### src/rtl/rx_pkt_pkg.sv
// rx_pkt_pkg: state type, default buffer depth and USB PID codes shared by the
// packet receive controller, its buffer and its bench.
package rx_pkt_pkg;
    typedef enum logic [2:0] {IDLE, PID_CAP, DATA, DONE, ERR} rx_pkt_state_t;
    localparam int DEF_DEPTH = 64;
    localparam logic [3:0] PID_OUT   = 4'h1;
    localparam logic [3:0] PID_IN    = 4'h9;
    localparam logic [3:0] PID_SETUP = 4'hD;
    localparam logic [3:0] PID_DATA0 = 4'h3;
    localparam logic [3:0] PID_DATA1 = 4'hB;
    localparam logic [3:0] PID_ACK   = 4'h2;
    localparam logic [3:0] PID_NAK   = 4'hA;
endpackage

### src/rtl/rx_pkt_if.sv
// rx_pkt_if: receiver-facing inputs and host-facing register signals of rx_pkt_ctrl.
// master drives the receiver/host side, slave is the controller.
interface rx_pkt_if #(parameter int CNT_W = 7);
    logic             rcving;
    logic             w_enable;
    logic             r_error;
    logic [7:0]       rcv_data;
    logic             host_rd;
    logic             host_ack;
    logic [7:0]       rd_data;
    logic [3:0]       rx_pid;
    logic [CNT_W-1:0] byte_cnt;
    logic             pkt_ready;
    logic             pkt_err;
    logic             overflow;
    logic             pkt_drop;
    logic             busy;
    modport master (
        output rcving, w_enable, r_error, rcv_data, host_rd, host_ack,
        input  rd_data, rx_pid, byte_cnt, pkt_ready, pkt_err, overflow, pkt_drop, busy
    );
    modport slave (
        input  rcving, w_enable, r_error, rcv_data, host_rd, host_ack,
        output rd_data, rx_pid, byte_cnt, pkt_ready, pkt_err, overflow, pkt_drop, busy
    );
endinterface

### src/rtl/rx_pkt_buf.sv
// rx_pkt_buf: DEPTH x 8 synchronous FIFO with clear, first-word-fall-through head
// (0 when empty) and occupancy count; push when full and pop when empty are dropped.
module rx_pkt_buf #(
    parameter int DEPTH = 64,
    parameter int CNT_W = $clog2(DEPTH) + 1
) (
    input  logic             clk,
    input  logic             n_rst,
    input  logic             push,
    input  logic             pop,
    input  logic             clr,
    input  logic [7:0]       wr_data,
    output logic [7:0]       rd_data,
    output logic [CNT_W-1:0] count,
    output logic             full
);
    localparam int ADDR_W = $clog2(DEPTH);
    logic [7:0]        mem [DEPTH];
    logic [ADDR_W-1:0] wp, rp;
    logic              do_push, do_pop;
    assign full    = count == CNT_W'(DEPTH);
    assign do_push = push && !full && !clr;
    assign do_pop  = pop && count != '0 && !clr;
    assign rd_data = count == '0 ? 8'h00 : mem[rp];
    always_ff @(posedge clk or negedge n_rst)
        if (!n_rst) begin
            wp    <= '0;
            rp    <= '0;
            count <= '0;
        end else if (clr) begin
            wp    <= '0;
            rp    <= '0;
            count <= '0;
        end else begin
            wp    <= wp + ADDR_W'(do_push);
            rp    <= rp + ADDR_W'(do_pop);
            count <= count + CNT_W'(do_push) - CNT_W'(do_pop);
        end
    always_ff @(posedge clk)
        if (do_push) mem[wp] <= wr_data;
endmodule

### src/rtl/rx_pkt_ctrl.sv
// rx_pkt_ctrl: USB 1.1 packet-level receive controller; captures the PID, buffers the
// payload and holds the packet for the host. RX_PKT_CRC_STRIP_EN withholds the CRC bytes.
module rx_pkt_ctrl
    import rx_pkt_pkg::*;
#(
    parameter int DEPTH = DEF_DEPTH,
    parameter int CNT_W = $clog2(DEPTH) + 1
) (
    input logic    clk,
    input logic    n_rst,
    rx_pkt_if.slave bus
);
    rx_pkt_state_t state, nxt;
    logic       held, in_pkt, start, ack_now;
    logic       push_req, ovf_now, err_nxt, short_pkt, full;
    logic       err_seen, wait_low, ovf, drop;
    logic [7:0] push_byte;
    logic [3:0] rx_pid;
    assign held    = state == DONE || state == ERR;
    assign in_pkt  = state == PID_CAP || state == DATA;
    // wait_low blocks capture of a packet that was already running when the host acked
    assign start   = state == IDLE && bus.rcving && !wait_low;
    assign ack_now = held && bus.host_ack;
`ifdef RX_PKT_CRC_STRIP_EN
    logic [7:0] dl_new, dl_old;
    logic [1:0] dl_n;
    always_ff @(posedge clk or negedge n_rst)
        if (!n_rst) begin
            dl_new <= '0;
            dl_old <= '0;
            dl_n   <= '0;
        end else if (start) begin
            dl_n <= '0;
        end else if (state == DATA && bus.w_enable) begin
            dl_new <= bus.rcv_data;
            dl_old <= dl_new;
            dl_n   <= dl_n == 2'd2 ? dl_n : dl_n + 2'd1;
        end
    // a byte leaves the delay line only once two newer bytes exist behind it
    assign push_req  = state == DATA && bus.w_enable && dl_n == 2'd2;
    assign push_byte = dl_old;
    assign short_pkt = dl_n != 2'd2 && !(dl_n == 2'd1 && bus.w_enable);
`else
    assign push_req  = state == DATA && bus.w_enable;
    assign push_byte = bus.rcv_data;
    assign short_pkt = 1'b0;
`endif
    assign ovf_now = push_req && full;
    assign err_nxt = err_seen || (in_pkt && bus.r_error) || ovf_now;
    always_ff @(posedge clk or negedge n_rst)
        if (!n_rst) state <= IDLE;
        else state <= nxt;
    always_comb begin
        nxt = state;
        case (state)
            IDLE:      nxt = start ? PID_CAP : IDLE;
            PID_CAP:   nxt = bus.w_enable ? DATA : bus.rcving ? PID_CAP : ERR;
            DATA:      nxt = bus.rcving ? DATA : (err_nxt || short_pkt) ? ERR : DONE;
            DONE, ERR: nxt = bus.host_ack ? IDLE : state;
            default:   nxt = IDLE;
        endcase
    end
    always_comb begin
        bus.pkt_ready = state == DONE;
        bus.pkt_err   = state == ERR;
        bus.busy      = state == PID_CAP || state == DATA;
    end
    always_ff @(posedge clk or negedge n_rst)
        if (!n_rst) begin
            rx_pid   <= '0;
            ovf      <= 1'b0;
            drop     <= 1'b0;
            err_seen <= 1'b0;
            wait_low <= 1'b0;
        end else begin
            rx_pid   <= start ? '0 : (state == PID_CAP && bus.w_enable) ? bus.rcv_data[3:0] : rx_pid;
            ovf      <= !(start || ack_now) && (ovf || ovf_now);
            drop     <= !ack_now && (drop || (held && bus.rcving));
            err_seen <= !start && err_nxt;
            wait_low <= bus.rcving && (wait_low || ack_now);
        end
    assign bus.rx_pid   = rx_pid;
    assign bus.overflow = ovf;
    assign bus.pkt_drop = drop;
    rx_pkt_buf #(.DEPTH(DEPTH), .CNT_W(CNT_W)) u_buf (
        .clk     (clk),
        .n_rst   (n_rst),
        .push    (push_req),
        .pop     (held && bus.host_rd && !bus.host_ack),
        .clr     (start || ack_now),
        .wr_data (push_byte),
        .rd_data (bus.rd_data),
        .count   (bus.byte_cnt),
        .full    (full)
    );
endmodule

### src/flat_wrapper.sv
// flat-port wrapper written by rule: the top's interface ports become plain ports
module rx_pkt_ctrl_flat import rx_pkt_pkg::*;
#(
    parameter int DEPTH = DEF_DEPTH,
    parameter int CNT_W = $clog2(DEPTH) + 1
)
  (clk, n_rst, bus_rcving, bus_w_enable, bus_r_error, bus_rcv_data, bus_host_rd, bus_host_ack, bus_rd_data, bus_rx_pid, bus_byte_cnt, bus_pkt_ready, bus_pkt_err, bus_overflow, bus_pkt_drop, bus_busy);
  rx_pkt_if #(.CNT_W(CNT_W)) bus_i ();
  input logic clk;
  input logic n_rst;
  input wire logic [$bits(bus_i.rcving)-1:0] bus_rcving;
  input wire logic [$bits(bus_i.w_enable)-1:0] bus_w_enable;
  input wire logic [$bits(bus_i.r_error)-1:0] bus_r_error;
  input wire logic [$bits(bus_i.rcv_data)-1:0] bus_rcv_data;
  input wire logic [$bits(bus_i.host_rd)-1:0] bus_host_rd;
  input wire logic [$bits(bus_i.host_ack)-1:0] bus_host_ack;
  output wire logic [$bits(bus_i.rd_data)-1:0] bus_rd_data;
  output wire logic [$bits(bus_i.rx_pid)-1:0] bus_rx_pid;
  output wire logic [$bits(bus_i.byte_cnt)-1:0] bus_byte_cnt;
  output wire logic [$bits(bus_i.pkt_ready)-1:0] bus_pkt_ready;
  output wire logic [$bits(bus_i.pkt_err)-1:0] bus_pkt_err;
  output wire logic [$bits(bus_i.overflow)-1:0] bus_overflow;
  output wire logic [$bits(bus_i.pkt_drop)-1:0] bus_pkt_drop;
  output wire logic [$bits(bus_i.busy)-1:0] bus_busy;
  assign bus_i.rcving = bus_rcving;
  assign bus_i.w_enable = bus_w_enable;
  assign bus_i.r_error = bus_r_error;
  assign bus_i.rcv_data = bus_rcv_data;
  assign bus_i.host_rd = bus_host_rd;
  assign bus_i.host_ack = bus_host_ack;
  assign bus_rd_data = bus_i.rd_data;
  assign bus_rx_pid = bus_i.rx_pid;
  assign bus_byte_cnt = bus_i.byte_cnt;
  assign bus_pkt_ready = bus_i.pkt_ready;
  assign bus_pkt_err = bus_i.pkt_err;
  assign bus_overflow = bus_i.overflow;
  assign bus_pkt_drop = bus_i.pkt_drop;
  assign bus_busy = bus_i.busy;
  rx_pkt_ctrl #(.DEPTH(DEPTH), .CNT_W(CNT_W)) u_core (.clk(clk), .n_rst(n_rst), .bus(bus_i));
endmodule
### config.mk
export PLATFORM = sky130hd
export DESIGN_NAME = rx_pkt_ctrl_flat
export DESIGN_NICKNAME = d
export VERILOG_FILES = /design/src/rtl/rx_pkt_pkg.sv /design/src/rtl/rx_pkt_if.sv /design/src/rtl/rx_pkt_buf.sv /design/src/rtl/rx_pkt_ctrl.sv /design/src/flat_wrapper.sv
export SDC_FILE = /design/constraint.sdc
export NUM_CORES = 1
export LEC_CHECK = 0
export BUFFER_PORTS_ARGS = -buffer_cell sky130_fd_sc_hd__buf_2
export CORE_ASPECT_RATIO = 2
export CORE_MARGIN = 2
export CORE_UTILIZATION = 60
export DETAILED_ROUTE_END_ITERATION = 8
export GPL_ROUTABILITY_DRIVEN = 0
export PLACE_DENSITY = 0.88
export SLEW_MARGIN = 20
export SYNTH_ARGS = -nofsm -noshare
export SYNTH_HDL_FRONTEND = slang
export SYNTH_SLANG_ARGS = --single-unit
### constraint.sdc
create_clock -name clk -period 7.35 [get_ports clk]
set_clock_uncertainty 0.2 [all_clocks]
set_input_delay 0.735 -clock clk [delete_from_list [all_inputs] [get_ports clk]]
set_output_delay 0.735 -clock clk [all_outputs]
set_load 0.005 [all_outputs]
==> results of run 1 <==
==> per-layer routing <==
metal  up-vias  routed length, um
met5         -                  0
met4         0               3795
met3       179               3536
met2       744              26350
met1      5565              15910
li1       4395                  -
==> cells in the mapped netlist, drive strengths merged (2+ instances only) <==
cell type  count
a211oi         9
a21oi         12
a22o           4
a31o           3
and2           7
and3           2
buf           37
clkbuf        19
dfrtp         30
edfxtp       512
ha            13
inv           13
mux2i         40
mux4         128
nand2         37
nand2b         5
nand3         13
nand3b         2
nand4          4
nor2          98
nor2b          8
nor3           3
nor3b          3
nor4           3
nor4bb         2
o21ai          7
o22ai         25
or2            4
or3            2
or3b           2
or4            4
xnor2          7
xor2           5
==> worst max-delay path, delay by kind of cell (launching register included) <==
family                 cells  cell delay [ps]
AOI/OAI and AO/OA          2              790
buffers and inverters      2              860
DFF                        1              990
muxes                      1              430
and+or+nand+nor            2              210
==> worst max path at each step <==
stage                                          startpoint                         endpoint
final                        u_core.u_buf.rp[2]$_DFF_PN0_                   bus_rd_data[6]
after global routing         u_core.u_buf.rp[0]$_DFF_PN0_                   bus_rd_data[6]
after CTS                    u_core.u_buf.rp[2]$_DFF_PN0_                   bus_rd_data[1]
after detailed placement     u_core.u_buf.rp[2]$_DFF_PN0_                   bus_rd_data[7]
after global placement       u_core.u_buf.rp[0]$_DFF_PN0_                   bus_rd_data[6]
after floorplan           u_core.u_buf.count[2]$_DFF_PN0_  u_core.u_buf.count[6]$_DFF_PN0_
==> sequential cells by signal, summed over array words and instances (netlist names) <==
name,flops
u_core.bus.pkt_drop,1
u_core.u_buf.wp,6
u_core.u_buf.count,7
u_core.wait_low,1
u_core.bus.overflow,1
u_core.err_seen,1
u_core.u_buf.mem,512
u_core.u_buf.rp,6
u_core.bus.rx_pid,4
u_core.state,3
==> area by class of cell <==
type,instances,area [um2]
repair buffers,48,290.3
inverters,13,48.80
multi-input cells,460,4956
flip-flops and latches,542,16140
fillers,2175,12130
clock buffers,49,1099
clock inverters,28,332.8
well taps,450,563.0
==> where the power goes <==
part	switching [W]	total [W]	internal [W]	leakage (nW)
registers	0.000125	0.00356	0.00343	4.99
logic	0.000642	0.00128	0.000636	1.59
clock network	0.00106	0.00239	0.00133	0.689
==> stage by stage <==
stage	utilization	hold WS (ps)	instances	area (um2)
6_report	0.6588	36.69	1590	23430
3_5_place_dp	0.6181	284.8	1513	21980
2_1_floorplan	-	239.4	1071	21460
5_1_grt	0.6588	93.04	1590	23430
3_3_place_gp	0.6181	276.6	1513	21980
4_1_cts	0.6583	42.88	1590	23410
==> kinds of logic (layout without fill, tap and decap cells) <==
kind of cell	Yosys count	in the layout
mux	168	168
simple gates	199	199
fa+ha+maj	14	14
xor+xnor	12	12
compound gates	67	67
flops	542	542
buf+inv	69	138
==> impl_metrics.env, run 1 <==
export IMPL_outcome="finished, final reports clean"
export IMPL_synth_xor_area_frac=0.004898
export IMPL_slew_headroom=0.2280
export IMPL_route_vias_total=10883
export IMPL_final_cell_mix="edfxtp_1 (512), mux4_2 (122), nor2_1 (96)"
export IMPL_nets=1136
export IMPL_netlist_area_um2=21460
export IMPL_finalHoldViolations=0
export IMPL_path_class="register to primary output"
export IMPL_r2r_end="u_core.u_buf.count[6]$_DFF_PN0_"
export IMPL_reg2reg_from="u_core.u_buf.count[2]$_DFF_PN0_"
export IMPL_synth_area_leaders="edfxtp_1 (72%), mux4_2 (13%), dfrtp_1 (3.5%)"
export IMPL_postCtsHoldBufs=0
export IMPL_r2r_setup_slack_ps=3520
export IMPL_setup_tns_ps=0
export IMPL_coreArea_um2=35560
export IMPL_layout_drive_gt1_share=0.2184
export IMPL_maxCapViolCount=0
export IMPL_hp_class="input port to asynchronous set/reset pin"
export IMPL_synthDistinctLibCells=47
export IMPL_finalPower_w=0.007231
export IMPL_synth_top_cell_area_share=0.7165
export IMPL_rows=98
export IMPL_first_iter_violations=1337
export IMPL_pre_cts_ws_ps=3274
export IMPL_ys_seq_elements=542
export IMPL_slew_violations=0
export IMPL_insertion_delay_ps=550
export IMPL_wl_per_cell_um=31.19
export IMPL_cp_arrival_ps=3890
export IMPL_worstPathMaxFanout=54
export IMPL_power_per_cell_area_nw_per_um2=308.7
export IMPL_avgViaCountPerCell=6.845
export IMPL_die_h_um=271.5
export IMPL_grt_pass1_vias=11184
export IMPL_synth_compound_area_share=0.02082
export IMPL_vdd_ir_drop_worst_v=0.0004123
export IMPL_max_stage_delay_ps=990
export IMPL_yosys_area_share_adder=0.008513
export IMPL_clk_pin_slew_ps=70
export IMPL_synthMuxAreaShare=0.1540
export IMPL_grt_max_degree=66
export IMPL_use_met2=0.4747
export IMPL_cts_max_level=2
export IMPL_cts_setup_buffers=0
export IMPL_cts_root_buf="clkbuf_16"
export IMPL_startpoint_type="register"
export IMPL_fmax_ghz=0.2071
export IMPL_clk_path_buf_depth=3
export IMPL_rsz0062_at_grt="no"
export IMPL_hpwl_um=30780
export IMPL_synth_edf_count=512
export IMPL_yosys_area_top_type="edfxtp_1"
export IMPL_fp_dieW_um=137.7
export IMPL_drc=0
export IMPL_die_area_um2=37390
export IMPL_setup_viol=0
export IMPL_cts_resized=0
export IMPL_yosys_area_share_simple=0.04245
export IMPL_port_buffers=38
export IMPL_reg2reg_depth=16
export IMPL_ys_warnings_count=0
export IMPL_synth_top_family_by_area="multiplexers"
export IMPL_antenna_cells=0
export IMPL_track_usage=0.2771
export IMPL_drt_first_pass_iters=6
export IMPL_crit_top_cell="nand2_1"
export IMPL_use_met3=0.03361
export IMPL_io_pins=39
export IMPL_use_met1=0.3297
export IMPL_path_cells="buf_4, mux4_2, o22ai_1, a211oi_1, nand2_1, nand2_1, buf_2"
export IMPL_start_util=0.6035
export IMPL_synthArstFlopShare=0.05535
export IMPL_syn_to_final_growth_pct=9.166
export IMPL_grt_pass1_wl_um=73170
export IMPL_ys_flop_type="edfxtp_1"
export IMPL_synth_seq_area_share=0.7514
export IMPL_finalCritPeriodShare=0.6569
export IMPL_syn_inst=1071
export IMPL_critPathRequiredTime_ps=6410
export IMPL_grt_ovfl_total=0
export IMPL_layout_commonest_cell="edfxtp_1"
export IMPL_leakage_nw=7.269
export IMPL_worst_pin_slew_ps=1154
export IMPL_synth_nets=1100
export IMPL_wirelength_um=49600
export IMPL_busiest_layer="met2"
export IMPL_synth_avg_cell_area_um2=20.04
export IMPL_cts_inserted_buffers=42
export IMPL_cts_tree="done"
export IMPL_min_period_ps=4829
export IMPL_critPathCaptureType="primary output"
export IMPL_antenna_left=0
export IMPL_cpMaxStageDelayCell="dfrtp_4"
export IMPL_clock_sinks=542
export IMPL_antenna_found_initial=0
export IMPL_fin_ws_ps=2522
(Power assumes the default switching activity.)
==> run 2, diff against run 1 <==
--- a/config.mk
+++ b/config.mk
@@ -5,13 +5,14 @@
 export SDC_FILE = /design/constraint.sdc
 export NUM_CORES = 1
 export LEC_CHECK = 0
+export ABC_AREA = 1
 export BUFFER_PORTS_ARGS = -buffer_cell sky130_fd_sc_hd__buf_2
 export CORE_ASPECT_RATIO = 2
 export CORE_MARGIN = 2
-export CORE_UTILIZATION = 60
+export CORE_UTILIZATION = 57
 export DETAILED_ROUTE_END_ITERATION = 8
 export GPL_ROUTABILITY_DRIVEN = 0
-export PLACE_DENSITY = 0.88
+export PLACE_DENSITY = 0.87
 export SLEW_MARGIN = 20
 export SYNTH_ARGS = -nofsm -noshare
 export SYNTH_HDL_FRONTEND = slang
==> constraint.sdc (replaced) <==
create_clock -name clk -period 4.13 [get_ports clk]
set_clock_uncertainty 0.2 [all_clocks]
set_input_delay 0.413 -clock clk [delete_from_list [all_inputs] [get_ports clk]]
set_output_delay 0.413 -clock clk [all_outputs]
set_load 0.005 [all_outputs]
==> impl_metrics.env, run 2 <==
export IMPL_ys_flop_type="edfxtp_1"
export IMPL_synth_avg_cell_area_um2=11.47
export IMPL_maxCapViolCount=0
export IMPL_cts_tree="done"
export IMPL_synth_seq_area_share=0.7094
export IMPL_largest_register_ffs=512
export IMPL_grt_pass1_wl_um=87300
export IMPL_clk_pin_slew_ps=70
export IMPL_synth_top_cell_area_share=0.6764
export IMPL_insertion_delay_ps=560
export IMPL_holdWs_ps=34.70
export IMPL_synth_most_common_cell="nand2_1"
export IMPL_final_cell_mix="nand2_1 (667), edfxtp_1 (512), nand3_1 (451)"
export IMPL_cts_setup_buffers=0
export IMPL_clk_path_buf_depth=3
export IMPL_antenna_cells=0
export IMPL_synth_nets=2010
export IMPL_power_per_cell_area_nw_per_um2=548.4
export IMPL_grt_ovfl_total=0
export IMPL_grt_max_degree=131
export IMPL_route_vias_total=15877
export IMPL_avgViaCountPerCell=6.236
export IMPL_finalPower_w=0.01353
export IMPL_startpoint_type="register"
export IMPL_cts_root_buf="clkbuf_16"
export IMPL_finalHoldViolations=0
export IMPL_fp_dieW_um=145.2
export IMPL_layout_commonest_cell="nand2_1"
export IMPL_layout_drive_gt1_share=0.07719
export IMPL_ys_top_cells_by_count="nand2_1 (667), edfxtp_1 (512), nand3_1 (451)"
export IMPL_ys_seq_elements=542
export IMPL_hp_class="input port to register"
export IMPL_fmax_ghz=0.2562
export IMPL_syn_inst=1981
export IMPL_slew_headroom=0.2638
export IMPL_drt_first_pass_iters=7
export IMPL_grt_pass1_vias=15905
export IMPL_vdd_ir_drop_worst_v=0.0004970
export IMPL_worstPathMaxFanout=117
export IMPL_cts_inserted_buffers=42
export IMPL_nets=2016
export IMPL_finalCritPeriodShare=0.9452
export IMPL_cp_arrival_ps=3290
export IMPL_postPlaceCellArea_um2=23160
export IMPL_syn_to_final_growth_pct=8.516
export IMPL_netlist_area_um2=22730
export IMPL_die_h_um=286.4
export IMPL_port_buffers=38
export IMPL_rows=103
export IMPL_critPathRequiredTime_ps=3520
export IMPL_leakage_nw=8.961
export IMPL_min_period_ps=3904
export IMPL_coreArea_um2=39440
export IMPL_antenna_found_initial=0
export IMPL_cts_max_level=2
export IMPL_die_area_um2=41590
export IMPL_io_pins=39
export IMPL_synthArstFlopShare=0.05535
export IMPL_synth_edf_count=512
export IMPL_slew_violations=0
export IMPL_synthDistinctLibCells=36
export IMPL_antenna_left=0
export IMPL_final_cell_area_um2=24670
export IMPL_synth_area_leaders="edfxtp_1 (68%), nand2_1 (11%), nand3_1 (9.9%)"
export IMPL_track_usage=0.2720
export IMPL_regMostFlops="u_core.u_buf.mem"
export IMPL_path_class="register to primary output"
export IMPL_reg_largest_list="u_core.u_buf.mem (512), u_core.u_buf.count (7)"
export IMPL_setup_viol=0
export IMPL_outcome="finished, final reports clean"
export IMPL_setup_tns_ps=0
export IMPL_ys_warnings_count=0
export IMPL_rsz0062_at_grt="no"
export IMPL_first_iter_violations=2796
export IMPL_clock_sinks=542
export IMPL_critPathCaptureType="primary output"
export IMPL_start_util=0.5764
export IMPL_wl_per_cell_um=22.42
export IMPL_yosys_area_top_type="edfxtp_1"
export IMPL_drc=0
export IMPL_hpwl_um=34160
export IMPL_wirelength_um=57090
export IMPL_worst_pin_slew_ps=1104
-- run 2: area by class of cell --
cell class,count,area (um2)
Multi-Input combinational cell,1283,5675
Clock inverter,17,186.4
Clock buffer,61,1279
Sequential cell,542,16130
Inverter,44,172.7
Fill cell,2742,14770
Timing Repair Buffer,74,561.8
Tap cell,525,656.9
-- run 2: logic make-up after synthesis --
family                   share of synthesized area
AND/OR/NAND/NOR                             0.2326
AO/OA/AOI/OAI                             0.006386
adder cells (fa/ha/maj)                   0.008037
flip-flops                                  0.7094
buffers and inverters                      0.04090
XOR/XNOR                                  0.002697
-- run 2: per-stage QoR --
stage          instances    util  setup slack [ps]
2_1_floorplan       1981       -              1046
3_3_place_gp        2464  0.5872             787.2
3_5_place_dp        2464  0.5872             719.1
4_1_cts             2546  0.6254             229.6
5_1_grt             2546  0.6255             100.6
6_report            2546  0.6255             226.2
-- run 2: power breakdown --
group | switching [W] | internal (W) | total, W | leakage (nW)
Clock | 0.00188 | 0.00242 | 0.00430 | 0.729
Sequential | 0.0000850 | 0.00611 | 0.00620 | 5.00
Combinational | 0.00214 | 0.000890 | 0.00303 | 3.24
Total | 0.00411 | 0.00942 | 0.0135 | 8.96
-- run 2: what timing repair did --
action                     CTS  global route
hold endpoints to repair    37             0
setup endpoints to repair    0             1
hold buffers                 4             0
gates resized for setup      0             1
-- run 2: worst max-delay path, stage by stage (launching register included) --
cell and delay (ps):
dfrtp_4 460, buf_12 440, buf_4 420, nand2_1 100
nand3_1 100, nand3_1 160, nand2_1 110, nand2_1 60
nand3_1 250, nand3_1 120, a21oi_1 290, buf_2 180
-- run 2: routing by layer --
layer  GRT usage  wire length [um]
met5           0                 0
met3     0.04308              5278
met4      0.2238              4922
met1      0.3033             18160
met2      0.4602             28730
-- run 2: final timing paths --
path                                          startpoint                               to  slack (ps)  cells past startpoint
setup / recovery            u_core.u_buf.rp[0]$_DFF_PN0_                   bus_rd_data[0]         230                     11
hold / removal                              bus_host_ack      u_core.state[2]$_DFFE_PN0P_          30                      3
setup reg to reg             u_core.state[1]$_DFFE_PN0P_  u_core.u_buf.count[6]$_DFF_PN0_         660                     19
hold reg to reg            u_core.bus.overflow$_DFF_PN0_    u_core.bus.overflow$_DFF_PN0_         300                      2
max in group asynchronous                          n_rst     u_core.u_buf.rp[1]$_DFF_PN0_        2950                      2
min in group asynchronous                          n_rst  u_core.u_buf.count[3]$_DFF_PN0_         250                      2
